===== config.mk =====
export PLATFORM = sky130hd
export DESIGN_NAME = seven_seg_scanner
export DESIGN_NICKNAME = d
export VERILOG_FILES = /design/src/rtl/seven_seg_pkg.sv /design/src/rtl/scan_prescaler.sv /design/src/rtl/seven_seg_scanner.sv
export SDC_FILE = /design/constraint.sdc
export NUM_CORES = 1
export LEC_CHECK = 0
export BUFFER_PORTS_ARGS = -buffer_cell sky130_fd_sc_hd__buf_2
export CAP_MARGIN = 20
export CELL_PAD_IN_SITES_DETAIL_PLACEMENT = 1
export CELL_PAD_IN_SITES_GLOBAL_PLACEMENT = 1
export CORE_ASPECT_RATIO = 0.8
export CORE_MARGIN = 5
export CORE_UTILIZATION = 41
export DETAILED_ROUTE_END_ITERATION = 12
export GPL_ROUTABILITY_DRIVEN = 1
export GPL_TIMING_DRIVEN = 1
export PLACE_DENSITY = 0.73
export REMOVE_ABC_BUFFERS = 1
export SETUP_SLACK_MARGIN = 0.15
export SYNTH_ARGS = -nofsm -noshare
export SYNTH_HDL_FRONTEND = slang
export SYNTH_SLANG_ARGS = --single-unit

===== constraint.sdc =====
create_clock -name Clock -period 2.1 [get_ports Clock]
set_clock_uncertainty 0.15 [all_clocks]
set_input_delay 0.21 -clock Clock [delete_from_list [all_inputs] [get_ports Clock]]
set_output_delay 0.21 -clock Clock [all_outputs]
set_load 0.05 [all_outputs]

===== src/rtl/seven_seg_pkg.sv =====
// Shared types, constants and nibble/anode helpers for the four-digit seven-segment scanner.
package seven_seg_pkg;

  localparam int NUM_DIGITS = 4;
  localparam logic [3:0] AN_ALL_OFF = 4'b1111;

  typedef logic [$clog2(NUM_DIGITS)-1:0] digit_idx_t;

  function automatic logic [3:0] nibble_at(input logic [15:0] word, input digit_idx_t idx);
    return word[{idx, 2'b00} +: 4];
  endfunction

  function automatic logic [3:0] anode_sel(input digit_idx_t idx);
    return ~(4'b0001 << idx);
  endfunction

  // True when the indexed nibble and every nibble above it are zero.
  function automatic logic upper_zero(input logic [15:0] word, input digit_idx_t idx);
    logic [15:0] shifted;
    shifted = word >> {idx, 2'b00};
    return (shifted == 16'h0000);
  endfunction

endpackage


===== src/rtl/scan_prescaler.sv =====
// Free-running 0..PRESCALE-1 counter; Tick is high for the single cycle the count sits at PRESCALE-1.
module scan_prescaler #(
  parameter int PRESCALE = 50000
) (
  input  logic Clock,
  input  logic Reset,
  output logic Tick
);

  localparam int CW = (PRESCALE > 1) ? $clog2(PRESCALE) : 1;
  localparam logic [CW-1:0] LAST = CW'(PRESCALE - 1);

  logic [CW-1:0] count;

  assign Tick = (count == LAST);

  always_ff @(posedge Clock or posedge Reset) begin
    if (Reset) begin
      count <= '0;
    end else if (Tick) begin
      count <= '0;
    end else begin
      count <= count + CW'(1);
    end
  end

endmodule


===== src/rtl/seven_seg_scanner.sv =====
// Multiplexed 4-digit hex scanner: each digit's nibble and active-low anode are registered for PRESCALE cycles.
// Optional leading-zero blanking of digits 1..3 when LEADING_ZERO_BLANK_EN is defined.
module seven_seg_scanner
  import seven_seg_pkg::*;
#(
  parameter int PRESCALE = 50000
) (
  input  logic        Clock,
  input  logic        Reset,
  input  logic        Load,
  input  logic [15:0] Value,
  input  logic        Enable,
  output logic        X3,
  output logic        X2,
  output logic        X1,
  output logic        X0,
  output logic [3:0]  AN
);

  logic        tick;
  digit_idx_t  idx;
  logic [15:0] disp;
  logic [3:0]  x_q;
  logic [3:0]  an_q;
  logic [3:0]  x_d;
  logic [3:0]  an_d;

  scan_prescaler #(
    .PRESCALE(PRESCALE)
  ) u_prescaler (
    .Clock(Clock),
    .Reset(Reset),
    .Tick (tick)
  );

  // Reads the pre-load register, so a Load on a tick edge shows from the next slot.
  always_comb begin
    x_d  = nibble_at(disp, idx);
    an_d = Enable ? anode_sel(idx) : AN_ALL_OFF;
`ifdef LEADING_ZERO_BLANK_EN
    if ((idx != '0) && upper_zero(disp, idx)) begin
      an_d = AN_ALL_OFF;
    end
`endif
  end

  always_ff @(posedge Clock or posedge Reset) begin
    if (Reset) begin
      disp <= 16'h0000;
    end else if (Load) begin
      disp <= Value;
    end
  end

  always_ff @(posedge Clock or posedge Reset) begin
    if (Reset) begin
      idx  <= '0;
      x_q  <= 4'h0;
      an_q <= AN_ALL_OFF;
    end else if (tick) begin
      x_q  <= x_d;
      an_q <= an_d;
      idx  <= idx + digit_idx_t'(1);
    end
  end

  assign X3 = x_q[3];
  assign X2 = x_q[2];
  assign X1 = x_q[1];
  assign X0 = x_q[0];
  assign AN = an_q;

endmodule


==> flow_summary.ini, run 1 <==
[global_routing]
grtUsageTotal_pct = 15.60
grt_pass1_wl_mm = 7.272
grt_antenna_before_repair = 0
grt_start_max_net_pins = 43
first_global_vias = 1467
gr-total-overflow = 0

[pwr]
total_leakage_power_uw = 0.001155
ir_worst_vdd_v = 0.0004427
p_per_area_nw_per_um2 = 691.9

[sta]
maxSlewHeadroom_pct = 64.86
hold_viol = 0
drv_slew = 0
fin_crit_ns = 1.938
setup_viol_count_final = 0
max_freq_mhz = 515.9
period_share_pct = 92.31
tightest_slew_ns = 0.5272
rsz0062_at_grt = true
fin_setup_tns_ns = 0
finalWorstSetupSlack_ns = 0.1615

[floorplanning]
io_pins = 28
dieArea_um2 = 6039
initial_core_util_pct = 41.57
dieHeight_um = 70.52
rows = 22
coreArea_um2 = 4514
fp.dieW_um = 85.65

[worst_setup_path]
cp.required_ns = 2.13
end_kind = flop
worstSetupPathType = flop to flop
start_kind = flop
crit_chain = or4b_4 -> nor4_4 -> buf_4 -> buf_12 -> mux2_4
path_buf_inv = 2
cpPeakStageDelay_ns = 0.55
r2r_cells = 5
startpoint = u_prescaler.count[10]$_DFF_PP0_
cp_top_family = simple AND/OR/NAND/NOR gates
r2r_setup_slack_ns = 0.16
crit_fanout = 7
arrival_ns = 1.97
crit_slowest_cell = or4b_4
rr_startpoint = u_prescaler.count[10]$_DFF_PP0_
r2r_end = x_q[0]$_DFFE_PP0N_

[detailed_routing]
wl_mm = 4.203
routed_via_density = 4.912
dr_total_vias = 1277
drt_first_pass_iters = 4
drc = 0
antenna_left = 0
drt_iter0_drc = 64
routedWlPerCell_um = 16.17

[finish]
fillers = 478
syn2layout_area_growth_pct = 34.20
diodes = 0
final_net_count = 224
drive_gt1_share_pct = 43.00
final_util_pct = 55.79

[outcome]
outcome = complete, no violations

[synth]
synth.mux.area_fraction_pct = 19.80
synth-adder-area-share_pct = 3.333
synth_simple_gate_area_share_pct = 11.20
synth_xor_area_share_pct = 7.000
synth_area_um2 = 1877
synth_area_leaders = dfrtp_1 (51%), mux2_2 (15%), dfstp_2 (5.6%)
synth.avg_cell_area_um2 = 13.31
synth.lib_cells_used.distinct = 20
synth_top_area_cell = dfrtp_1
synth_seq_cells = 42
syn-instance-count = 141
synth_top_family_by_area = multiplexers
async_reset_ff_share_pct = 100.0
synth_compound_area_share_pct = 0
synth_enable_flop_cells = 0
synth_top_area_share_pct = 50.67
synthTopCellsByCount = dfrtp_1 (38), mux2_2 (25), nor2_1 (13)
synth_warnings = 0
synthMostInstantiatedCell = dfrtp_1
ys_seq_area_share_pct = 56.27
ys.flop_type = dfrtp_1

[min_path]
min_from = Value[1]
min_path_type = input pin to flop
hold_end = disp[1]$_DFFE_PP0P_
hold_path_depth = 2

[clocking]
cts_sinks = 42
htreeDepth = 2
cts_tree = built
cts_buffers = 5
clkTransAtPathRegs_ns = 0.08
clkLatencyLatePin_ns = 0.29
cts.root.buffer_cell = clkbuf_8
cts_buffer_depth = 2

[place]
port_buffers = 27
gp_congestion = 0.7143
place_hpwl_mm = 2.654
place_ws_ns = 0.02752

[flow_run]
cap_violations = 0
[stage by stage]
stage                     cells  area (um2)  hold WS (ns)  total power (uW)
after detailed placement    229        2115        0.2211             958.2
after CTS                   258        2499      0.001679              1759
after global routing        260        2519       0.01772              1814
after floorplan             137        1854        0.2116             919.6
final                       260        2519      0.004131              1743
after global placement      229        2115        0.2113             952.2
[registers in the layout, indices dropped and copies added (netlist names)]
| register | cells |
|---|---|
| AN | 4 |
| disp | 16 |
| idx | 2 |
| u_prescaler.count | 16 |
| x_q | 4 |
[power by group]
part / leakage [uW] / internal, uW / total (uW) / switching [uW]
sequential: 0.000521 / 839 / 855 / 15.4
combinational: 0.000562 / 66.6 / 106 / 39.6
clock: 0.0000714 / 507 / 782 / 275
[per-layer routing]
metal,up-vias,GRT usage [%],wire [um]
li1,597,-,-
met1,652,19.49,1726
met2,22,26.81,2246
met3,6,3.302,165
met4,0,5.272,65
met5,-,0,0
[placed cells by master, fill, tap and decap left out, drive strengths merged]
| cell type | count |
|---|---|
| xnor2 | 11 |
| mux2 | 25 |
| nand3 | 7 |
| buf | 41 |
| inv | 6 |
| or4b | 1 |
| ha | 5 |
| clkbuf | 7 |
| dlygate4sd3 | 13 |
| nor4 | 4 |
| nand2 | 7 |
| nor2 | 13 |
| nor3 | 3 |
| mux4 | 4 |
| bufinv | 2 |
| nor2b | 1 |
| dfstp | 4 |
| dfrtp | 38 |
| nand4 | 4 |
| xor2 | 4 |
[worst max path at each step]
stage | to | slack [ns] | depth (start not counted)
global placement | x_q[2]$_DFFE_PP0N_ | 0.08 | 4
detailed placement | x_q[0]$_DFFE_PP0N_ | 0.03 | 4
global route | x_q[0]$_DFFE_PP0N_ | 0.12 | 5
floorplan | idx[1]$_DFFE_PP0N_ | -0.23 | 3
finish | x_q[0]$_DFFE_PP0N_ | 0.16 | 5
CTS | x_q[0]$_DFFE_PP0N_ | 0.11 | 5
[layout make-up]
type,instances,area [um2],share of cell area [%]
Clock buffer,6,82.58,3.279
Clock inverter,2,60.06,2.384
Inverter,6,22.52,0.8942
Multi-Input combinational cell,89,807.0,32.04
Sequential cell,42,1056,41.93
Tap cell,60,75.07,2.981
Timing Repair Buffer,55,415.4,16.49
[logic make-up after synthesis]
logic type / after synthesis
XOR/XNOR: 15
buffers and inverters: 10
adder cells (fa/ha/maj): 5
flip-flops: 42
multiplexers: 29
AND/OR/NAND/NOR: 40
[timing repair]
| item | in CTS | in global routing |
|---|---|---|
| gates cloned | 1 | 0 |
| gates resized for setup | 7 | 4 |
| hold buffers | 13 | 0 |
| setup endpoints to repair | 9 | 19 |
| hold endpoints to repair | 50 | 0 |
| pin swaps | 2 | 0 |
| buffers inserted | 7 | 2 |
Power figures use the tool's default switching activity.
==> run 2: changes to the inputs <==
--- a/config.mk
+++ b/config.mk
@@ -15,7 +15,7 @@
 export DETAILED_ROUTE_END_ITERATION = 12
 export GPL_ROUTABILITY_DRIVEN = 1
 export GPL_TIMING_DRIVEN = 1
-export PLACE_DENSITY = 0.73
+export PLACE_DENSITY = 0.75
 export REMOVE_ABC_BUFFERS = 1
 export SETUP_SLACK_MARGIN = 0.15
 export SYNTH_ARGS = -nofsm -noshare
==> run 2 against run 1 <==
Final area shrank 2.5%. First-iteration DRC count shrank 44%. Core utilization shrank 1.4 points. Sequential power is essentially flat. Register-to-register slack lost 0.02 ns. Clock-buffer cell count is the same. Fmax shrank 1.0%. Worst hold slack gained 0.024 ns. Critical path type unchanged. Power grew 0.78%. Combinational power grew 6%. Via count shrank 0.63%. Largest cell class unchanged. Global-route usage shrank 0.64 points.
==> flow_summary.ini, run 2 (same netlist as run 1, synthesis figures left out) <==
[finish]
final_util_pct = 54.38
biggestRegsByFlops = disp (16), u_prescaler.count (16)
layout_common_cells = dfrtp_1 (38), buf_2 (27), mux2_2 (25)
diodes = 0
drive_gt1_share_pct = 40.40
syn2layout_area_growth_pct = 30.80
final_net_count = 222
final_common_cell = dfrtp_1

[sta]
max_freq_mhz = 510.6
rsz0062_at_grt = true
fin_crit_ns = 1.958
setup_viol_count_final = 0
period_share_pct = 93.26
hold_viol = 0
tightest_slew_ns = 0.5234
drv_slew = 0
hold_slack_ns = 0.02843
maxSlewHeadroom_pct = 65.10

[clocking]
cts.root.buffer_cell = clkbuf_8
cts_tree = built
cts_buffer_depth = 2
htreeDepth = 2
clkTransAtPathRegs_ns = 0.08
cts_buffers = 5
clkLatencyLatePin_ns = 0.30
cts_sinks = 42

[detailed_routing]
routed_via_density = 4.919
drt_first_pass_iters = 4
drt_iter0_drc = 36
dr_total_vias = 1269
wl_mm = 4.105
routedWlPerCell_um = 15.91
antenna_left = 0
drc = 0

[floorplanning]
rows = 22
dieArea_um2 = 6039
fp.dieW_um = 85.65
dieHeight_um = 70.52
io_pins = 28
initial_core_util_pct = 41.57
coreArea_um2 = 4514

[worst_setup_path]
r2r_cells = 4
crit_chain = or4b_4 -> nor4_4 -> buf_12 -> mux2_2
cpPeakStageDelay_ns = 0.56
worstSetupPathType = flop to flop
end_kind = flop
start_kind = flop
crit_slowest_cell = or4b_4
crit_fanout = 11
arrival_ns = 2.00
cp.required_ns = 2.14

[place]
place_hpwl_mm = 2.800
gp_congestion = 0.7719
port_buffers = 27

[global_routing]
grt_pass1_wl_mm = 6.865
first_global_vias = 1447
grt_start_max_net_pins = 43
grt_antenna_before_repair = 0
gr-total-overflow = 0
grtUsageTotal_pct = 14.96

[flow_run]
cap_violations = 0

[min_path]
min_path_type = input pin to flop
hold_path_depth = 2

[pwr]
p_per_area_nw_per_um2 = 715.4
ir_worst_vdd_v = 0.0003892
total_leakage_power_uw = 0.001127

[outcome]
outcome = complete, no violations
[run 2: cell count changes in the layout (fill, tap and decap cells not counted)]
cell / change
buf_4: -2
buf_6: -2
clkbuf_16: -1
dlygate4sd3_1: +3
mux2_2: +7
mux2_4: -7
nand3_1: +1
nand3_2: -1
[run 2: stage by stage]
step	total power [uW]	setup WS (ns)	setup TNS (ns)	instances	instance area (um2)
finish	1756	0.1416	0	258	2455
global route	1825	0.1190	0	258	2455
CTS	1773	0.1410	0	257	2447
detailed placement	961.9	0.002311	0	230	2122
global placement	951.3	0.08497	0	230	2122
floorplan	919.6	-0.2253	-1.865	137	1854
[run 2: cell type report]
type                    count  area (um2)
flip-flops and latches     42        1056
clock inverters             2       60.06
multi-input cells          89       775.7
fillers                   480        2059
repair buffers             53       382.9
well taps                  60       75.07
clock buffers               6       82.58
inverters                   6       22.52
[run 2: critical path, delay by kind of cell, from the launching register on]
family,cells,cell delay (ns)
buffers and inverters,1,0.18
flip-flops,1,0.39
multiplexers,1,0.35
AND/OR/NAND/NOR,2,0.78
[run 2: what timing repair did]
item | CTS | global route
pin swaps | 1 | 0
gates resized for setup | 0 | 0
hold buffers | 16 | 0
setup buffers | 3 | 1
hold endpoints to repair | 53 | 0
endpoints found under the setup margin | 9 | 12
[run 2: metal layers]
| metal | routed length (um) | GRT usage [%] | vias up |
|---|---|---|---|
| met5 | 0 | 0 | - |
| met4 | 40 | 4.218 | 0 |
| met3 | 143 | 3.892 | 5 |
| met2 | 2143 | 26.03 | 18 |
| met1 | 1778 | 18.30 | 650 |
| li1 | - | - | 596 |
[run 2: report_power, final]
| group | switching [uW] | internal, uW |
|---|---|---|
| logic | 42.3 | 70.1 |
| registers | 16.6 | 839 |
| clock network | 281 | 507 |
[run 2: worst paths after layout]
path / endpoint / from / slack [ns]
setup / recovery: idx[1]$_DFFE_PP0N_ / u_prescaler.count[7]$_DFF_PP0_ / 0.14
hold / removal: disp[7]$_DFFE_PP0P_ / Value[7] / 0.03
setup reg to reg: idx[1]$_DFFE_PP0N_ / u_prescaler.count[7]$_DFF_PP0_ / 0.14
hold reg to reg: u_prescaler.count[0]$_DFF_PP0_ / u_prescaler.count[0]$_DFF_PP0_ / 0.32
max in group asynchronous: AN[0]$_DFFE_PP1N_ / Reset / 0.99
min in group asynchronous: disp[14]$_DFFE_PP0P_ / Reset / 0.42
==> run 3: changes to the inputs <==
--- a/config.mk
+++ b/config.mk
@@ -16,6 +16,7 @@
 export GPL_ROUTABILITY_DRIVEN = 1
 export GPL_TIMING_DRIVEN = 1
 export PLACE_DENSITY = 0.75
+export RECOVER_POWER = 25
 export REMOVE_ABC_BUFFERS = 1
 export SETUP_SLACK_MARGIN = 0.15
 export SYNTH_ARGS = -nofsm -noshare
==> run 3 against run 2 <==
Wire length about the same. Sequential cell count unchanged. Combinational power about the same. Worst setup slack about the same. Sequential power about the same. First-iteration DRC count unchanged. Die area unchanged. Fmax about the same. Largest cell class unchanged. Critical path type unchanged.
==> flow_summary.ini, run 3 (same netlist as run 1, synthesis figures left out) <==
[floorplanning]
initial_core_util_pct = 41.57
dieHeight_um = 70.52
io_pins = 28
fp.dieW_um = 85.65
coreArea_um2 = 4514
dieArea_um2 = 6039
rows = 22

[worst_setup_path]
rr_startpoint = u_prescaler.count[7]$_DFF_PP0_
cpPeakStageDelay_ns = 0.56
crit_slowest_cell = or4b_4
arrival_ns = 2.00
end_kind = flop
crit_chain = or4b_4 -> nor4_4 -> buf_12 -> mux2_2
r2r_cells = 4
start_kind = flop
crit_fanout = 11
cp.required_ns = 2.14
worstSetupPathType = flop to flop
r2r_setup_slack_ns = 0.14
r2r_end = idx[1]$_DFFE_PP0N_

[sta]
fin_crit_ns = 1.958
max_freq_mhz = 510.6
maxSlewHeadroom_pct = 32.27
rsz0062_at_grt = true
hold_slack_ns = 0.02844
tightest_slew_ns = 1.016
drv_slew = 0
setup_viol_count_final = 0
period_share_pct = 93.25
hold_viol = 0

[finish]
diodes = 0
final_net_count = 222
layout_common_cells = dfrtp_1 (38), buf_2 (27), mux2_2 (25)
design_area_um2 = 2452
final_common_cell = dfrtp_1
drive_gt1_share_pct = 40.40
biggestRegsByFlops = disp (16), u_prescaler.count (16)
syn2layout_area_growth_pct = 30.67
final_util_pct = 54.32

[global_routing]
grtUsageTotal_pct = 14.96
grt_start_max_net_pins = 43
first_global_vias = 1447
grt_pass1_wl_mm = 6.865
grt_antenna_before_repair = 0
gr-total-overflow = 0

[clocking]
cts_tree = built
clkTransAtPathRegs_ns = 0.08
cts_buffers = 5
cts_buffer_depth = 2
cts.root.buffer_cell = clkbuf_8
cts_sinks = 42
cts_resized = 0
htreeDepth = 2
clkLatencyLatePin_ns = 0.30

[min_path]
hold_end = disp[7]$_DFFE_PP0P_
min_path_type = input pin to flop
hold_path_depth = 2
min_from = Value[7]

[detailed_routing]
drt_iter0_drc = 36
routed_via_density = 4.919
wl_mm = 4.102
dr_total_vias = 1269
routedWlPerCell_um = 15.90
antenna_left = 0
drc = 0
drt_first_pass_iters = 4

[place]
dpl_cell_area_um2 = 2122
port_buffers = 27
place_hpwl_mm = 2.800
gp_congestion = 0.7719

[outcome]
outcome = complete, no violations

[flow_run]
cap_violations = 0

[pwr]
p_per_area_nw_per_um2 = 715.9
total_leakage_power_uw = 0.001127
ir_worst_vdd_v = 0.0003892
run 3: cell types whose count changed in the layout (fill, tap and decap cells not counted):
cell,change
buf_4,-1
clkbuf_2,+1
run 3: timing repair:
item                       4_1_cts  5_1_grt
hold endpoints to repair        53        0
buffers inserted                 3        1
setup endpoints to repair        9       12
hold buffers                    16        0
pin swaps                        1        0
run 3: metrics by stage:
stage | setup slack, ns | power (uW) | TNS [ns] | cells
after floorplan | -0.2253 | 919.6 | -1.865 | 137
after global placement | 0.08497 | 951.3 | 0 | 230
after detailed placement | 0.002311 | 961.9 | 0 | 230
after CTS | 0.1410 | 1773 | 0 | 257
after global routing | 0.1190 | 1825 | 0 | 258
final | 0.1417 | 1756 | 0 | 258
run 3: worst max path at each step:
stage                              startpoint                  to  cells past startpoint
2_1_floorplan  u_prescaler.count[7]$_DFF_PP0_  idx[1]$_DFFE_PP0N_                      3
3_3_place_gp   u_prescaler.count[7]$_DFF_PP0_  x_q[0]$_DFFE_PP0N_                      4
3_5_place_dp   u_prescaler.count[7]$_DFF_PP0_  idx[1]$_DFFE_PP0N_                      4
4_1_cts        u_prescaler.count[7]$_DFF_PP0_  idx[1]$_DFFE_PP0N_                      4
5_1_grt        u_prescaler.count[7]$_DFF_PP0_  idx[1]$_DFFE_PP0N_                      4
6_report       u_prescaler.count[7]$_DFF_PP0_  idx[1]$_DFFE_PP0N_                      4
run 3: final cells by class:
| type | instances | area [um2] |
|---|---|---|
| clock inverters | 2 | 60.06 |
| well taps | 60 | 75.07 |
| fillers | 479 | 2062 |
| multi-input cells | 89 | 775.7 |
| inverters | 6 | 22.52 |
| repair buffers | 53 | 380.4 |
| flip-flops and latches | 42 | 1056 |
| clock buffers | 6 | 82.58 |
run 3: where the power goes:
| group | leakage (uW) | total [uW] | switching, uW | internal [uW] |
|---|---|---|---|---|
| combinational | 0.000534 | 112 | 42.2 | 69.5 |
| sequential | 0.000521 | 856 | 16.6 | 839 |
| clock | 0.0000714 | 788 | 281 | 507 |
run 3: worst max-delay path, delay by kind of cell, from the launching register on:
family	cells	cell delay (ns)
mux	1	0.35
simple gates	2	0.78
buf+inv	1	0.18
flops	1	0.39
run 3: metal layers:
layer	routed length, um	up-vias	track usage (%)	share of wire (%)
li1	-	596	-	-
met1	1777	650	18.30	43
met2	2142	18	26.03	52
met3	143	5	3.892	3.5
met4	40	0	4.218	0.98
met5	0	-	0	0
